### config.mk
export PLATFORM = sky130hd
export DESIGN_NAME = i2s_stream_arbiter
export DESIGN_NICKNAME = d
export VERILOG_FILES = /design/src/rtl/i2s_stream_arbiter_pkg.sv /design/src/rtl/i2s_stream_arbiter.sv
export SDC_FILE = /design/constraint.sdc
export NUM_CORES = 1
export LEC_CHECK = 0
export BUFFER_PORTS_ARGS = -buffer_cell sky130_fd_sc_hd__buf_4
export CORE_MARGIN = 1
export CORE_UTILIZATION = 39
export CTS_CLUSTER_DIAMETER = 80
export DETAILED_ROUTE_END_ITERATION = 8
export PLACE_DENSITY_LB_ADDON = 0.1
export SETUP_SLACK_MARGIN = 0.2
export SLEW_MARGIN = 40
export SYNTH_ARGS = -nofsm -noshare
export SYNTH_HDL_FRONTEND = slang
export SYNTH_SLANG_ARGS = --single-unit
### constraint.sdc
create_clock -name clk -period 1.5 [get_ports clk]
set_input_delay 0 -clock clk [delete_from_list [all_inputs] [get_ports clk]]
set_output_delay 0 -clock clk [all_outputs]
set_load 0.01 [all_outputs]
### src/rtl/i2s_stream_arbiter_pkg.sv
// Shared definitions for the I2S stream arbiter.
// Holds the FSM encoding and the default word/frame sizes.
package i2s_stream_arbiter_pkg;

    localparam int WORD_LENGTH_DEF = 16;
    localparam int FRAME_WORDS_DEF = 2;

    typedef enum logic {
        ST_IDLE  = 1'b0,
        ST_GRANT = 1'b1
    } arb_state_e;

endpackage

### src/rtl/i2s_stream_arbiter.sv
// Two-requester round-robin arbiter feeding the I2S transmit stream.
// Grants whole frames atomically through a single output register stage.
module i2s_stream_arbiter
    import i2s_stream_arbiter_pkg::*;
#(
    parameter int WORD_LENGTH = WORD_LENGTH_DEF,
    parameter int FRAME_WORDS = FRAME_WORDS_DEF
) (
    input  logic                   clk,
    input  logic                   rst,
    input  logic                   enable,
    input  logic [WORD_LENGTH-1:0] s0_data,
    input  logic                   s0_valid,
    output logic                   s0_ready,
    input  logic [WORD_LENGTH-1:0] s1_data,
    input  logic                   s1_valid,
    output logic                   s1_ready,
    output logic [WORD_LENGTH-1:0] m_data,
    output logic                   m_valid,
    input  logic                   m_ready,
    output logic [1:0]             grant,
    output logic                   frame_done
);

    localparam int CNT_W = (FRAME_WORDS > 1) ? $clog2(FRAME_WORDS) : 1;
    localparam logic [CNT_W-1:0] LAST = CNT_W'(FRAME_WORDS - 1);

    arb_state_e             state_q, state_d;
    logic                   owner_q, owner_d;
    logic                   ptr_q, ptr_d;
    logic [CNT_W-1:0]       cnt_q, cnt_d;
    logic                   m_valid_d;
    logic [WORD_LENGTH-1:0] m_data_d;
    logic                   load_ok;
    logic                   own_valid;
    logic                   own_xfer;
    logic [WORD_LENGTH-1:0] own_data;

    always_ff @(posedge clk) begin
        if (!rst) begin
            state_q <= ST_IDLE;
            owner_q <= 1'b0;
            ptr_q   <= 1'b1;
            cnt_q   <= '0;
            m_valid <= 1'b0;
            m_data  <= '0;
        end else begin
            state_q <= state_d;
            owner_q <= owner_d;
            ptr_q   <= ptr_d;
            cnt_q   <= cnt_d;
            m_valid <= m_valid_d;
            m_data  <= m_data_d;
        end
    end

    assign load_ok   = !m_valid || m_ready;
    assign own_valid = owner_q ? s1_valid : s0_valid;
    assign own_data  = owner_q ? s1_data : s0_data;

    always_comb begin
        state_d    = state_q;
        owner_d    = owner_q;
        ptr_d      = ptr_q;
        cnt_d      = cnt_q;
        grant      = 2'b00;
        s0_ready   = 1'b0;
        s1_ready   = 1'b0;
        frame_done = 1'b0;
        own_xfer   = 1'b0;
        // Handshake outputs stay quiet during reset so nothing is consumed.
        if (rst) begin
            unique case (state_q)
                ST_IDLE: begin
                    if (enable && (s0_valid || s1_valid)) begin
                        state_d = ST_GRANT;
                        owner_d = (s0_valid && s1_valid) ? !ptr_q : s1_valid;
                    end
                end
                ST_GRANT: begin
                    grant    = owner_q ? 2'b10 : 2'b01;
                    s0_ready = !owner_q && load_ok;
                    s1_ready = owner_q && load_ok;
                    own_xfer = own_valid && load_ok;
                    if (own_xfer) begin
                        if (cnt_q == LAST) begin
                            state_d    = ST_IDLE;
                            cnt_d      = '0;
                            ptr_d      = owner_q;
                            frame_done = 1'b1;
                        end else begin
                            cnt_d = cnt_q + CNT_W'(1);
                        end
                    end
                end
                default: state_d = ST_IDLE;
            endcase
        end
    end

    // Load wins over drain, giving one word per cycle when both happen.
    always_comb begin
        m_valid_d = m_valid;
        m_data_d  = m_data;
        if (own_xfer) begin
            m_valid_d = 1'b1;
            m_data_d  = own_data;
        end else if (m_ready) begin
            m_valid_d = 1'b0;
        end
    end

endmodule
==> metrics.cfg, run 1 <==
[floorplan]
coreArea_um2=2520
rows=18
die_area_um2=2950
fp.dieW_um=54.3
start_util_pct=42.3
die_h_um=54.3
io_pins=60

[setup_path]
arrival_ns=1.45
reg2regPathDepth=5
cp-end-kind=output port
cp-start-kind=flop
crit_path_max_fanout=2
crit_type=flop to output port
worstPathRequired_ns=1.50

[logic_synthesis]
synth_top_area_share_pct=39.4
synth_area_um2=1070
async_flop_share_pct=0
syn_nets=144
synth_edf_count=0
netlist-cell-type-count=23
ys_top_cells_by_count=21 x dfxtp_1, 17 x mux2i_1, 16 x nand4_1, 16 x o211a_1, 7 x clkbuf_1
yosys_register_bits=21
yosys_most_used_dff=dfxtp_1
yosysWarnings=0
synthMostInstantiatedCell=dfxtp_1
yosys.area.top_type=dfxtp_1
syn_area_per_cell_um2=10.1
yosysSeqAreaShare_pct=39.4
syn_inst=106
post_synth_main_area_contributors=dfxtp_1 39%, mux2i_1 16%, o211a_1 15%

[run_status]
status=complete, no violations

[global_route]
use_met2_pct=37.2
grt_max_degree=26
grt.overflow.total=0
grt_pass1_wl_mm=4.39
met3_usage_pct=6.11
met1_usage_pct=23.9
antenna_found_initial=0
grt_pass1_vias=1009
busiest_layer=met2
track_usage_pct=20.4

[route]
vias=1079
wl_per_cell_um=14.0
drtIter0Drc=17
via_per_inst=5.51
drt-pass1-iter-count=4
drc=0
routed_wl_mm=2.74
ant_nets=0

[timing]
hold_slack_ns=0.0200
fin_tns_setup_ns=0
skew_ns=0.00798
relSlewSlack_pct=83.3
finalCritPeriodShare_pct=96.3
hold_violations=0
setup_slack_ns=0.0550
setup_viol=0
max_freq_mhz=692
drv_slew=0
rsz0062_at_grt=true
worstMarginPinSlew_ns=0.251
period_needed_ns=1.45

[run]
drv_cap=0

[final_layout]
area_growth_pct=50.9
layout.nets=205
fillers=227
drive_gt1_share_pct=45.2
diodes=0
final_core_util_pct=63.8

[clock_tree]
clk_pin_slew_ns=0.12
worstSkewPairLatency_ns=0.31
clock-sinks=21
clock_path_buffers=2
cts_tree=yes
cts_root_buf=clkbuf_4
cts_max_level=1
numCtsBuffers=3

[power]
ir_drop_mv=0.745
power.density_nw_per_um2=751
power_leakage_nw=0.878

[min_path]
hold_depth=4
hold_path.class=input pin to flop

[place]
gp_congestion=0.694
hpwl_mm=1.89
dp_slack_ns=0.225
io_buffers=59

placed cells by master, fill, tap and decap left out:
cell type / instances
buf_4: 62
clkinv_2: 1
a21boi_1: 2
a41o_1: 1
nor2_1: 1
nand4_1: 16
o211a_1: 16
nand2_1: 5
and3_1: 1
dfxtp_2: 2
dlygate4sd3_1: 2
nand3b_1: 1
o21ai_0: 1
nand2b_1: 2
o211ai_1: 1
and2_1: 2
inv_1: 1
clkbuf_4: 3
o21a_1: 1
mux2i_1: 17
buf_6: 3
dfxtp_1: 19
a21oi_1: 1
and3_4: 2
nand3_2: 1
mux2_4: 1
nand4b_1: 1
logic make-up (layout without fill, tap and decap cells):
group,after synthesis,count (layout),share of synthesized area [%]
flops,21,21,39.4
mux,18,18,17.4
simple gates,32,32,17.6
buf+inv,12,72,5.87
compound gates,23,23,19.7
critical path, stage by stage, from the launching register on:
cell and delay (ns):
dfxtp_2 0.37, mux2_4 0.30, and3_4 0.18, and3_4 0.17
buf_6 0.11
final timing paths:
check	startpoint	slack (ns)	to
max	owner_q	0.05	frame_done
min	s0_valid	0.02	owner_q
max reg2reg	owner_q	0.13	ptr_q
min reg2reg	m_data[3]	0.51	m_data[3]
report_power, final:
part           internal (mW)  switching, mW  total, mW
registers              0.596         0.0258      0.622
logic                  0.180          0.129      0.309
clock network         0.0996          0.178      0.278
through the flow:
step | instances | total power [mW] | area [um2]
3_3_place_gp | 188 | 0.922 | 1520
5_1_grt | 196 | 1.27 | 1610
3_5_place_dp | 188 | 0.930 | 1520
4_1_cts | 196 | 1.21 | 1600
2_1_floorplan | 106 | 0.776 | 1070
6_report | 196 | 1.21 | 1610
final cells by class:
class	instances	area (um2)	area share, %
multi-input cells	73	598	37.2
repair buffers	67	519	32.3
flip-flops and latches	21	423	26.3
well taps	30	37.5	2.33
clock buffers	3	22.5	1.40
clock inverters	1	5.00	0.311
inverters	1	3.75	0.233
sequential cells by signal (all words and copies together), names as in the netlist:
name     flops
state_q      1
owner_q      1
m_data      16
m_valid      1
cnt_q        1
ptr_q        1
layer usage:
layer | part of all wire [%] | routed length, um
met5 | 0 | 0
met4 | 0.36 | 10
met3 | 7.4 | 204
met2 | 49 | 1340
met1 | 43 | 1180
what timing repair did:
item	4_1_cts	5_1_grt
hold buffers	2	0
setup buffers	2	0
pin swaps	1	0
endpoints found under the setup margin	5	23
gates resized for setup	3	3
endpoints found under the hold margin	1	0
(Power assumes the default switching activity.)
==> inputs of run 2 (changes only) <==
--- a/config.mk
+++ b/config.mk
@@ -8,8 +8,11 @@
 export BUFFER_PORTS_ARGS = -buffer_cell sky130_fd_sc_hd__buf_4
 export CORE_MARGIN = 1
 export CORE_UTILIZATION = 39
+export CTS_BUF_LIST = sky130_fd_sc_hd__clkbuf_16
 export CTS_CLUSTER_DIAMETER = 80
 export DETAILED_ROUTE_END_ITERATION = 8
+export HOLD_SLACK_MARGIN = 0.1
+export MAX_ROUTING_LAYER = met4
 export PLACE_DENSITY_LB_ADDON = 0.1
 export SETUP_SLACK_MARGIN = 0.2
 export SLEW_MARGIN = 40
==> metrics.cfg, run 2 (synthesized netlist as in run 1, its figures left out) <==
[floorplan]
die_h_um=54.3
die_area_um2=2950
coreArea_um2=2520
start_util_pct=42.3
fp.dieW_um=54.3
rows=18
io_pins=60

[route]
routed_wl_mm=2.94
drc=0
via_per_inst=5.49
wl_per_cell_um=14.6
ant_nets=0
drtIter0Drc=30
drt-pass1-iter-count=4
vias=1103

[clock_tree]
clock-sinks=21
clk_pin_slew_ns=0.06
worstSkewPairLatency_ns=0.25
cts_root_buf=clkbuf_16
cts_tree=yes
clock_path_buffers=2
cts_max_level=1
numCtsBuffers=3

[timing]
period_needed_ns=1.37
rsz0062_at_grt=true
max_freq_mhz=728
relSlewSlack_pct=82.7
setup_viol=0
drv_slew=0
fin_tns_setup_ns=0
hold_violations=0
worstMarginPinSlew_ns=0.259
skew_ns=0.00479
hold_slack_ns=0.0960
setup_slack_ns=0.127
finalCritPeriodShare_pct=91.5

[final_layout]
fin_area_um2=1740
area_growth_pct=62.8
largest_register_ffs=16
layout.nets=210
drive_gt1_share_pct=45.0
diodes=0
final_common_cell=buf_4
top_register=m_data
fillers=213
final_core_util_pct=68.8
final_cell_mix=63 x buf_4, 19 x dfxtp_1, 17 x mux2i_1

[global_route]
antenna_found_initial=0
track_usage_pct=21.2
grt_pass1_vias=1024
grt_max_degree=26
grt_pass1_wl_mm=4.46
grt.overflow.total=0

[setup_path]
cp-end-kind=output port
reg2regPathDepth=4
cp-start-kind=flop
r2r_start=owner_q
cp_common_cell=and3_4
worstPathRequired_ns=1.50
arrival_ns=1.37
crit_type=flop to output port
path_cells=mux2_4 -> and3_4 -> and3_4 -> buf_6
critPathMaxStageDelay_ns=0.34
crit_path_start=owner_q
slowest_stage=dfxtp_2
r2r_setup_slack_ns=0.15
crit_path_max_fanout=3

[run_status]
status=complete, no violations

[place]
hpwl_mm=1.89
io_buffers=59
gp_congestion=0.701
dp_slack_ns=0.225
dpl-instance-area_um2=1520

[min_path]
worstHoldStart=s0_valid
hold_depth=4
hold_path.class=input pin to flop

[power]
power_leakage_nw=0.946
power.density_nw_per_um2=876
ir_drop_mv=1.12

[run]
drv_cap=0

run 2: critical path, delay by kind of cell (launching register included):
| family | cells | cell delay (ns) |
|---|---|---|
| simple gates | 2 | 0.36 |
| flops | 1 | 0.34 |
| mux | 1 | 0.30 |
| buf+inv | 1 | 0.11 |
run 2: cell type report:
type | count | area, um2 | area share (%)
repair buffers | 72 | 598 | 34.5
multi-input cells | 73 | 593 | 34.2
flip-flops and latches | 21 | 423 | 24.4
clock buffers | 3 | 75.1 | 4.33
well taps | 30 | 37.5 | 2.16
clock inverters | 1 | 5.00 | 0.288
inverters | 1 | 3.75 | 0.216
run 2: worst paths after layout:
kind           endpoint
max          frame_done
max reg2reg   m_data[0]
min             owner_q
min reg2reg   m_data[3]
run 2: timing repair:
item	in CTS	in global routing
cloned	0	1
pin swaps	1	1
resized for setup	2	8
hold buffers	4	0
buffers inserted	4	0
endpoints found under the hold margin	2	0
endpoints found under the setup margin	2	20
run 2: where the power goes:
group          total (mW)  internal (mW)  switching [mW]
registers           0.622          0.596          0.0260
clock network       0.563          0.358           0.206
logic               0.334          0.199           0.135
run 2: metal layers:
layer	vias to the layer above	GRT usage, %	routed length (um)
li1	542	-	-
met2	47	37.8	1430
met5	-	-	0
met4	0	3.42	18
met1	510	24.7	1310
met3	4	4.44	184
run 2: through the flow:
stage / std cells / total power, mW
floorplan: 106 / 0.776
global placement: 188 / 0.922
finish: 201 / 1.52
CTS: 200 / 1.50
global route: 201 / 1.58
detailed placement: 188 / 0.930
